`src/rtl/axis_pkt_pkg.sv`:
```
// rtl/axis_pkt_pkg.sv - shared FSM encoding and output flag layout for the packet framer
package axis_pkt_pkg;

   typedef enum logic [1:0] {
      ST_SOP  = 2'd0,
      ST_BODY = 2'd1,
      ST_DROP = 2'd2
   } framer_state_t;

   localparam int FLAG_SOP   = 0;
   localparam int FLAG_TRUNC = 1;
   localparam int FLAG_TLAST = 2;
   localparam int FLAG_W     = 3;

endpackage

```
`src/rtl/axis_pkt_out_reg.sv`:
```
// rtl/axis_pkt_out_reg.sv - one-entry valid/ready output register, payload reads zero while empty
module axis_pkt_out_reg
   import axis_pkt_pkg::*;
#(
   parameter int TUSER_WIDTH = 128,
   parameter int TDATA_WIDTH = 256,
   parameter int IDX_WIDTH   = 4
) (
   input  logic                   clk,
   input  logic                   rst,
   input  logic                   load,
   input  logic [FLAG_W-1:0]      load_flags,
   input  logic [IDX_WIDTH-1:0]   load_beat_idx,
   input  logic [TUSER_WIDTH-1:0] load_tuser,
   input  logic [TDATA_WIDTH-1:0] load_tdata,
   output logic                   load_ready,
   output logic                   out_tvalid,
   output logic [FLAG_W-1:0]      out_flags,
   output logic [IDX_WIDTH-1:0]   out_beat_idx,
   output logic [TUSER_WIDTH-1:0] out_tuser,
   output logic [TDATA_WIDTH-1:0] out_tdata,
   input  logic                   out_tready
);

   localparam int PAYLOAD_W = FLAG_W + IDX_WIDTH + TUSER_WIDTH + TDATA_WIDTH;

   logic [PAYLOAD_W-1:0] payload_q;

   assign load_ready = ~out_tvalid | out_tready;

   // A load in the same cycle as a drain simply overwrites, so a full stream never bubbles.
   always_ff @(posedge clk or posedge rst) begin
      if (rst) begin
         out_tvalid <= 1'b0;
         payload_q  <= '0;
      end else if (load) begin
         out_tvalid <= 1'b1;
         payload_q  <= {load_flags, load_beat_idx, load_tuser, load_tdata};
      end else if (out_tvalid & out_tready) begin
         out_tvalid <= 1'b0;
         payload_q  <= '0;
      end
   end

   assign {out_flags, out_beat_idx, out_tuser, out_tdata} = payload_q;

endmodule

```
`src/rtl/axis_pkt_framer.sv`:
```
// rtl/axis_pkt_framer.sv - per-packet annotation (sop, tuser hold, beat index) with truncation at MAX_BEATS
module axis_pkt_framer
   import axis_pkt_pkg::*;
#(
   parameter int TUSER_WIDTH = 128,
   parameter int TDATA_WIDTH = 256,
   parameter int MAX_BEATS   = 16,
   parameter int CNT_WIDTH   = 32
) (
   input  logic                         clk,
   input  logic                         rst,
   input  logic                         s_axis_tvalid,
   input  logic                         s_axis_tlast,
   input  logic [TUSER_WIDTH-1:0]       s_axis_tuser,
   input  logic [TDATA_WIDTH-1:0]       s_axis_tdata,
   output logic                         s_axis_tready,
   output logic                         m_axis_tvalid,
   output logic                         m_axis_tlast,
   output logic [TUSER_WIDTH-1:0]       m_axis_tuser,
   output logic [TDATA_WIDTH-1:0]       m_axis_tdata,
   output logic                         m_axis_sop,
   output logic [$clog2(MAX_BEATS)-1:0] m_axis_beat_idx,
   output logic                         m_axis_trunc,
   input  logic                         m_axis_tready,
   output logic [CNT_WIDTH-1:0]         pkt_cnt,
   output logic [CNT_WIDTH-1:0]         trunc_cnt
);

   localparam int               IDX_W    = $clog2(MAX_BEATS);
   localparam logic [IDX_W-1:0] LAST_IDX = IDX_W'(MAX_BEATS - 1);

   framer_state_t          state, state_nxt;
   logic [IDX_W-1:0]       beat_cnt;
   logic [TUSER_WIDTH-1:0] tuser_hold;
   logic                   reg_ready;
   logic                   accept;
   logic                   force_last;
   logic [FLAG_W-1:0]      o_flags;
   logic [IDX_W-1:0]       o_idx;
   logic [TUSER_WIDTH-1:0] o_tuser;
   logic [FLAG_W-1:0]      m_flags;

   // DROP swallows input regardless of downstream back-pressure.
   assign s_axis_tready = (state == ST_DROP) ? 1'b1 : reg_ready;
   assign accept        = s_axis_tvalid & s_axis_tready & (state != ST_DROP);
   assign force_last    = (state == ST_BODY) & ~s_axis_tlast & (beat_cnt == LAST_IDX);

   always_ff @(posedge clk or posedge rst) begin
      if (rst) state <= ST_SOP;
      else     state <= state_nxt;
   end

   always_comb begin
      state_nxt = state;
      case (state)
         ST_SOP:  if (accept & ~s_axis_tlast) state_nxt = ST_BODY;
         ST_BODY: begin
            if (accept & s_axis_tlast)    state_nxt = ST_SOP;
            else if (accept & force_last) state_nxt = ST_DROP;
         end
         ST_DROP: if (s_axis_tvalid & s_axis_tlast) state_nxt = ST_SOP;
         default: state_nxt = ST_SOP;
      endcase
   end

   always_comb begin
      o_flags   = '0;
      o_idx     = '0;
      o_tuser   = tuser_hold;
      if (state == ST_SOP) begin
         o_flags[FLAG_SOP] = 1'b1;
         o_tuser           = s_axis_tuser;
      end else begin
         o_idx = beat_cnt;
      end
      o_flags[FLAG_TLAST] = s_axis_tlast | force_last;
      o_flags[FLAG_TRUNC] = force_last;
   end

   // beat_cnt is always 0 in SOP, so the common increment also yields 1 after a first beat.
   always_ff @(posedge clk or posedge rst) begin
      if (rst) begin
         beat_cnt   <= '0;
         tuser_hold <= '0;
      end else if (accept) begin
         if (state == ST_SOP) tuser_hold <= s_axis_tuser;
         if (s_axis_tlast | force_last) beat_cnt <= '0;
         else                           beat_cnt <= beat_cnt + 1'b1;
      end else if ((state == ST_DROP) & s_axis_tvalid & s_axis_tlast) begin
         beat_cnt <= '0;
      end
   end

   always_ff @(posedge clk or posedge rst) begin
      if (rst) begin
         pkt_cnt   <= '0;
         trunc_cnt <= '0;
      end else begin
         if (m_axis_tvalid & m_axis_tready & m_axis_tlast) pkt_cnt   <= pkt_cnt + 1'b1;
         if (accept & force_last)                          trunc_cnt <= trunc_cnt + 1'b1;
      end
   end

   axis_pkt_out_reg #(
      .TUSER_WIDTH (TUSER_WIDTH),
      .TDATA_WIDTH (TDATA_WIDTH),
      .IDX_WIDTH   (IDX_W)
   ) u_out_reg (
      .clk           (clk),
      .rst           (rst),
      .load          (accept),
      .load_flags    (o_flags),
      .load_beat_idx (o_idx),
      .load_tuser    (o_tuser),
      .load_tdata    (s_axis_tdata),
      .load_ready    (reg_ready),
      .out_tvalid    (m_axis_tvalid),
      .out_flags     (m_flags),
      .out_beat_idx  (m_axis_beat_idx),
      .out_tuser     (m_axis_tuser),
      .out_tdata     (m_axis_tdata),
      .out_tready    (m_axis_tready)
   );

   assign m_axis_tlast = m_flags[FLAG_TLAST];
   assign m_axis_trunc = m_flags[FLAG_TRUNC];
   assign m_axis_sop   = m_flags[FLAG_SOP];

endmodule

```
`config.mk`:
```
export PLATFORM = sky130hd
export DESIGN_NAME = axis_pkt_framer
export DESIGN_NICKNAME = d
export VERILOG_FILES = /design/src/rtl/axis_pkt_pkg.sv /design/src/rtl/axis_pkt_out_reg.sv /design/src/rtl/axis_pkt_framer.sv
export SDC_FILE = /design/constraint.sdc
export NUM_CORES = 1
export LEC_CHECK = 0
export BUFFER_PORTS_ARGS = -buffer_cell sky130_fd_sc_hd__buf_2
export CAP_MARGIN = 20
export CORE_AREA = 2 2 325 327
export CTS_BUF_LIST = sky130_fd_sc_hd__clkbuf_4 sky130_fd_sc_hd__clkbuf_8
export CTS_CLUSTER_DIAMETER = 50
export DETAILED_ROUTE_END_ITERATION = 12
export DIE_AREA = 0 0 327 329
export GPL_TIMING_DRIVEN = 0
export PLACE_DENSITY = 0.46
export SLEW_MARGIN = 15
export SYNTH_ARGS = -nofsm -noshare
export SYNTH_HDL_FRONTEND = slang
export SYNTH_HIERARCHICAL = 1
export SYNTH_SLANG_ARGS = --single-unit
```
`constraint.sdc`:
```
create_clock -name clk -period 10.8 [get_ports clk]
set_input_delay 0.54 -clock clk [delete_from_list [all_inputs] [get_ports clk]]
set_output_delay 0.54 -clock clk [all_outputs]
set_load 0.005 [all_outputs]
```
==> results.py, run 1 <==
metrics = {
    "run_status": {
        "outcome": "completed",
    },
    "synth": {
        "netlist_area_sq_um": 27240,
        "syn_nets": 3081,
        "synth_edf_count": 0,
        "yosysTopAreaCellShare_pct": 54.20,
        "yosys_warnings": 6,
        "synthDistinctLibCells": 39,
        "synth_area_leader_cell": "dfrtp_1",
        "synth_area_leaders": "dfrtp_1, nand2_1, nand2b_1, o21ai_2, mux2_2",
        "async_flop_share_pct": 100.0,
        "synth.avg_cell_area_sq_um": 10.13,
        "syn-instance-count": 2689,
        "synth_most_common_cell": "nand2_1",
        "ys_seq_area_share_pct": 54.20,
        "synth_common_cells": "nand2_1, dfrtp_1, nand2b_1",
        "synth_seq_cells": 590,
        "synthFlopType": "dfrtp_1",
    },
    "hold_path": {
        "hp-class": "in -> reg",
        "whs_path_depth": 4,
    },
    "sta": {
        "setup_viol": 0,
        "fin_ws_ns": 7.654,
        "period_share_pct": 29.13,
        "hold_viol_final": 0,
        "rsz0062_at_grt": "false",
        "whs_ns": 0.1166,
        "fin_crit_ns": 3.146,
        "clock_skew_ns": 0.03429,
        "worstMarginPinSlew_ns": 0.7922,
        "max_slew_margin_pct": 46.99,
        "slew_viol_final": 0,
        "max_freq_mhz": 317.9,
        "fin_setup_tns_ns": 0,
    },
    "setup_path": {
        "critical_path_buf_inv_count": 6,
        "crit_family": "buffers and inverters",
        "crit_required_ns": 11.43,
        "reg2reg_depth": 11,
        "path_common_cell": "clkbuf_1",
        "startpoint_type": "flop",
        "cp_cell_sequence": "nand2b_1, nand2_1, or2_0, clkbuf_1, inv_1, clkbuf_1, buf_6, buf_6, clkbuf_1, nand2b_1, o21ai_2",
        "cp_slowest_cell": "clkbuf_1",
        "end_kind": "flop",
        "crit_fanout": 10,
        "worst-path-stages": 11,
        "criticalPathCategory": "reg -> reg",
        "slowest_delay_ns": 0.57,
        "cp_data_arrival_time_ns": 3.78,
    },
    "routing": {
        "vias": 23470,
        "firstDrtPassIters": 5,
        "first_iter_violations": 1023,
        "postRouteAntennaNets": 0,
        "viasPerCell": 4.323,
        "avgRoutedWirePerCell_um": 19.89,
        "routed_wl_mm": 108.0,
        "drc": 0,
    },
    "global_routing": {
        "gr-usage-all-layers_pct": 19.59,
        "grtUsageMet1_pct": 24.49,
        "grt_max_degree": 83,
        "met3_usage_pct": 5.612,
        "grt_pass1_wl_mm": 158.2,
        "met2_usage_pct": 31.89,
        "first_global_vias": 24110,
        "antenna_found_initial": 40,
        "grt_busiest_layer": "met2",
        "grt_remaining_overflow": 0,
    },
    "clocking": {
        "cts_resized": 0,
        "htree_levels": 3,
        "post-cts-setup-buffers": 0,
        "cts_buffers": 113,
        "clock-root-buffer": "clkbuf_8",
        "cts_tree": "done",
        "clock_sinks": 590,
        "cts_buffer_depth": 3,
        "clk_pin_slew_ns": 0.06,
        "insertion_delay_ns": 0.77,
        "cts_hold_buf": 262,
    },
    "power": {
        "cellLeakagePower_nw": 19.21,
        "max-vdd-ir-drop_mv": 0.08711,
        "powerDensity_nw_per_um2": 168.8,
    },
    "floorplanning": {
        "rows": 119,
        "ios": 846,
        "fp.coreArea_sq_um": 104400,
        "die_h_um": 329,
        "die_x_um": 327,
        "start_util_pct": 26.10,
        "die-area_sq_um": 107600,
    },
    "placement": {
        "portBuffers": 845,
        "place_ws_ns": 7.305,
        "dp_hpwl_mm": 80.63,
        "dpl_cell_area_sq_um": 33590,
        "place.gp.congestion": 0.8329,
    },
    "final_layout": {
        "multi_input_area_sq_um": 11190,
        "drive_above_1_share_pct": 39.36,
        "areaGrowthSynthToFinish_pct": 42.25,
        "regArea_sq_um": 14760,
        "fillCellCount": 10760,
        "fin_area_sq_um": 38750,
        "finalNetCount": 4320,
    },
    "flow_run": {
        "max_cap_violations": 0,
    },
}
cells by family (layout without fill, tap and decap cells):
family	after synthesis	count (layout)	synth area share [%]
xor gates and xnor gates	64	64	2.058
muxes	131	131	5.415
and+or+nand+nor	1317	1317	22.86
DFF	590	590	54.20
other	0	21	0
adders and majority gates	3	3	0.1378
buffers and inverters	187	1515	4.722
AOI/OAI and AO/OA	397	397	10.61
where the power goes:
group / internal [mW] / switching (mW)
combinational: 0.629 / 0.765
sequential: 2.53 / 0.180
clock: 1.41 / 1.03
area by class of cell:
class / count / area share [%]
Antenna cell: 21 / 0.1356
Tap cell: 1391 / 4.491
Timing Repair Buffer: 1124 / 18.64
Multi-Input combinational cell: 1912 / 28.88
Buffer: 177 / 3.222
Inverter: 10 / 0.1259
Clock inverter: 20 / 0.5844
Clock buffer: 184 / 5.825
Sequential cell: 590 / 38.10
worst paths after layout:
path                                             startpoint                              endpoint  slack, ns
max                        u_out_reg/out_tvalid$_DFFE_PP0P_  u_out_reg/payload_q[388]$_DFFE_PP0P_       7.65
min                                        s_axis_tuser[82]            tuser_hold[82]$_DFFE_PP0P_       0.12
max reg2reg                u_out_reg/out_tvalid$_DFFE_PP0P_  u_out_reg/payload_q[388]$_DFFE_PP0P_       7.65
min reg2reg                       trunc_cnt[31]$_DFFE_PP0P_             trunc_cnt[31]$_DFFE_PP0P_       0.46
max in group asynchronous                               rst  u_out_reg/payload_q[162]$_DFFE_PP0P_       8.51
min in group asynchronous                               rst             trunc_cnt[31]$_DFFE_PP0P_       0.42
through the flow:
| step | total power, mW | util (%) | cells |
|---|---|---|---|
| after floorplan | 3.439 | - | 2689 |
| after global placement | 4.063 | 31.82 | 4925 |
| after detailed placement | 4.082 | 32.18 | 4942 |
| after CTS | 6.667 | 37.08 | 5408 |
| after global routing | 6.927 | 37.12 | 5426 |
| final | 6.540 | 37.13 | 5429 |
layer usage:
metal / up-vias / share of wire [%]
met2: 738 / 48
met5: - / 0.13
met3: 187 / 7.0
met1: 11270 / 42
met4: 24 / 3.3
li1: 11250 / -
registers in the layout, indices dropped and copies added, names as in the netlist:
register              count
beat_cnt                  4
pkt_cnt                  32
state                     2
trunc_cnt                32
tuser_hold              128
u_out_reg/out_tvalid      1
u_out_reg/payload_q     391
worst reg2reg max path, stage by stage, from the launching register on:
cell	delay, ns
dfrtp_1	0.41
nand2b_1	0.17
nand2_1	0.16
or2_0	0.23
clkbuf_1	0.17
inv_1	0.10
clkbuf_1	0.47
buf_6	0.28
buf_6	0.21
clkbuf_1	0.58
nand2b_1	0.22
o21ai_2	0.05
placed cells by master (no fill, tap or decap), types with 8 or more instances in the layout:
cell and count:
buf_2 880, xor2_1 31, nand2_1 817, dfrtp_1 590
clkbuf_8 140, o21ai_1 151, xnor2_1 33, nand4_1 11
nor2_1 23, clkbuf_4 44, clkbuf_1 51, clkinv_2 8
buf_12 13, diode_2 21, and3_1 10, dlygate4sd3_1 262
buf_6 53, nand2b_1 393, o21ai_2 239, mux2_2 131
nand3_1 16, inv_1 8, buf_4 38, nor3_1 17
Note: power is estimated with default switching activity, not from simulation.
==> run 2, diff against run 1 <==
- PLACE_DENSITY: 0.46 -> 0.44
- clock period: 10.8 -> 2.9 ns (I/O delays scaled with it)
==> run 2 against run 1 <==
- clock-buffer cell count increased by 4
- combinational power increased to 3.9 times the previous value
- sequential share of layout area decreased by 1.4 points
- setup slack got worse by 7.4 ns
- critical path type unchanged
- power increased to 3.8 times the previous value
==> results.py, run 2 (synthesis gave the netlist of run 1 again) <==
metrics = {
    "clocking": {
        "cts_buffers": 114,
        "clock_sinks": 590,
        "htree_levels": 3,
        "post-cts-setup-buffers": 0,
        "clk_pin_slew_ns": 0.06,
        "cts_tree": "done",
        "insertion_delay_ns": 0.76,
        "cts_buffer_depth": 3,
        "clock-root-buffer": "clkbuf_8",
    },
    "sta": {
        "max_freq_mhz": 378.3,
        "slew_viol_final": 0,
        "worstMarginPinSlew_ns": 0.6145,
        "clock_skew_ns": 0.02980,
        "hold_viol_final": 0,
        "setup_viol": 0,
        "max_slew_margin_pct": 58.72,
        "whs_ns": 0.1254,
        "fin_crit_ns": 2.643,
        "rsz0062_at_grt": "false",
        "period_share_pct": 91.15,
    },
    "power": {
        "swShare_pct": 29.90,
        "p_seq_share_pct": 40.3,
        "clock_power_share_pct": 38.2,
        "p_int_mw": 17.52,
        "max-vdd-ir-drop_mv": 0.3044,
        "comb_power_share_pct": 21.5,
        "cellLeakagePower_nw": 19.86,
        "p_switching_mw": 7.475,
        "power_mw": 25.00,
        "powerDensity_nw_per_um2": 621.5,
    },
    "global_routing": {
        "first_global_vias": 24590,
        "gr-usage-all-layers_pct": 19.84,
        "antenna_found_initial": 12,
        "grt_remaining_overflow": 0,
        "grt_pass1_wl_mm": 161.9,
        "grt_max_degree": 34,
    },
    "placement": {
        "dp_cells": 4946,
        "place.gp.congestion": 0.8097,
        "dp_hpwl_mm": 81.63,
        "portBuffers": 845,
    },
    "floorplanning": {
        "die-area_sq_um": 107600,
        "start_util_pct": 26.10,
        "fp.coreArea_sq_um": 104400,
        "die_h_um": 329,
        "ios": 846,
        "die_x_um": 327,
        "rows": 119,
    },
    "setup_path": {
        "startpoint_type": "flop",
        "crit_fanout": 12,
        "crit_required_ns": 3.55,
        "end_kind": "flop",
        "criticalPathCategory": "reg -> reg",
        "cp_data_arrival_time_ns": 3.29,
    },
    "routing": {
        "first_iter_violations": 1093,
        "firstDrtPassIters": 5,
        "vias": 23740,
        "routed_wl_mm": 109.7,
        "avgRoutedWirePerCell_um": 19.73,
        "viasPerCell": 4.272,
        "drc": 0,
        "postRouteAntennaNets": 0,
    },
    "final_layout": {
        "fillCellCount": 10630,
        "largest_reg_flops": 391,
        "regMostFlops": "u_out_reg/payload_q",
        "final_common_cell": "buf_2",
        "top_regs": "u_out_reg/payload_q: 391 flops, tuser_hold: 128 flops",
        "areaGrowthSynthToFinish_pct": 47.65,
        "drive_above_1_share_pct": 38.58,
        "layout_common_cells": "buf_2, nand2_1, dfrtp_1, nand2b_1, dlygate4sd3_1",
        "finalNetCount": 4452,
        "stdcell_count": 5558,
    },
    "hold_path": {
        "hp-class": "in -> reg",
    },
    "run_status": {
        "outcome": "completed",
    },
    "flow_run": {
        "max_cap_violations": 0,
    },
}
run 2: cell types whose count changed in the layout (fill, tap and decap cells not counted), sizes merged:
cell	change
dlygate4sd3	+128
diode	-12
buf	+4
clkinvlp	+4
inv	-4
bufinv	+3
clkbuf	+3
clkinv	+3
run 2: layout make-up:
type / instances / area (sq um) / share of cell area, %
multi-input combinational: 1912 / 11190 / 27.83
clock inverter: 26 / 325.3 / 0.8088
antenna: 9 / 22.52 / 0.05600
buffer: 176 / 1254 / 3.117
timing repair buffer: 1256 / 8561 / 21.28
clock buffer: 188 / 2312 / 5.749
inverter: 10 / 48.80 / 0.1213
tap: 1391 / 1740 / 4.327
sequential: 590 / 14760 / 36.71
run 2: repair_timing:
| action | CTS | global route |
|---|---|---|
| endpoints found under the hold margin | 812 | 0 |
| hold buffers | 390 | 0 |
| endpoints found under the setup margin | 285 | 231 |
| gates resized for setup | 6 | 5 |
run 2: path summary, 6_finish.rpt:
check	end	start	cells past startpoint	slack [ns]
max reg2reg	u_out_reg/payload_q[129]$_DFFE_PP0P_	u_out_reg/out_tvalid$_DFFE_PP0P_	10	0.26
max in group asynchronous	u_out_reg/payload_q[314]$_DFFE_PP0P_	rst	10	0.73
max	u_out_reg/payload_q[129]$_DFFE_PP0P_	u_out_reg/out_tvalid$_DFFE_PP0P_	10	0.26
min in group asynchronous	u_out_reg/payload_q[261]$_DFFE_PP0P_	rst	4	0.52
min reg2reg	pkt_cnt[31]$_DFFE_PP0P_	pkt_cnt[31]$_DFFE_PP0P_	1	0.47
min	u_out_reg/payload_q[187]$_DFFE_PP0P_	s_axis_tdata[187]	4	0.13
run 2: power groups by stage:
stage | Clock, mW | Sequential (mW) | Combinational [mW]
detailed placement | 0 | 10.2 | 5.02
global placement | 0 | 10.2 | 4.95
finish | 9.54 | 10.1 | 5.39
global route | 10.3 | 10.2 | 5.96
floorplan | 0 | 10.2 | 2.62
CTS | 9.88 | 10.1 | 5.51
run 2: critical path, cell delays in order (launching register included):
cell	delay (ns)
dfrtp_1	0.40
nand2b_1	0.16
nand2_1	0.15
or2_0	0.22
clkbuf_1	0.18
clkinvlp_4	0.23
buf_6	0.24
buf_6	0.20
clkbuf_1	0.48
nand2b_1	0.20
o21ai_2	0.05
run 2: layer usage:
metal / track usage (%) / wire, um / vias to the layer above
met2: 32.91 / 52580 / 647
met3: 4.962 / 6711 / 151
li1: - / - / 11520
met1: 25.21 / 47360 / 11430
met4: 6.641 / 2998 / 4
met5: 0 / 30 / -
run 2: metrics by stage:
stage                     setup slack, ns  TNS (ns)  cell area, sq um  utilization, %
after floorplan                    -2.519   -987.40             27250               -
after global placement             -6.153  -2751.57             33220           31.82
after detailed placement          -0.3621    -21.67             33640           32.23
after CTS                         0.04825         0             40190           38.51
after global routing             0.006925         0             40210           38.53
final                              0.2565         0             40220           38.53
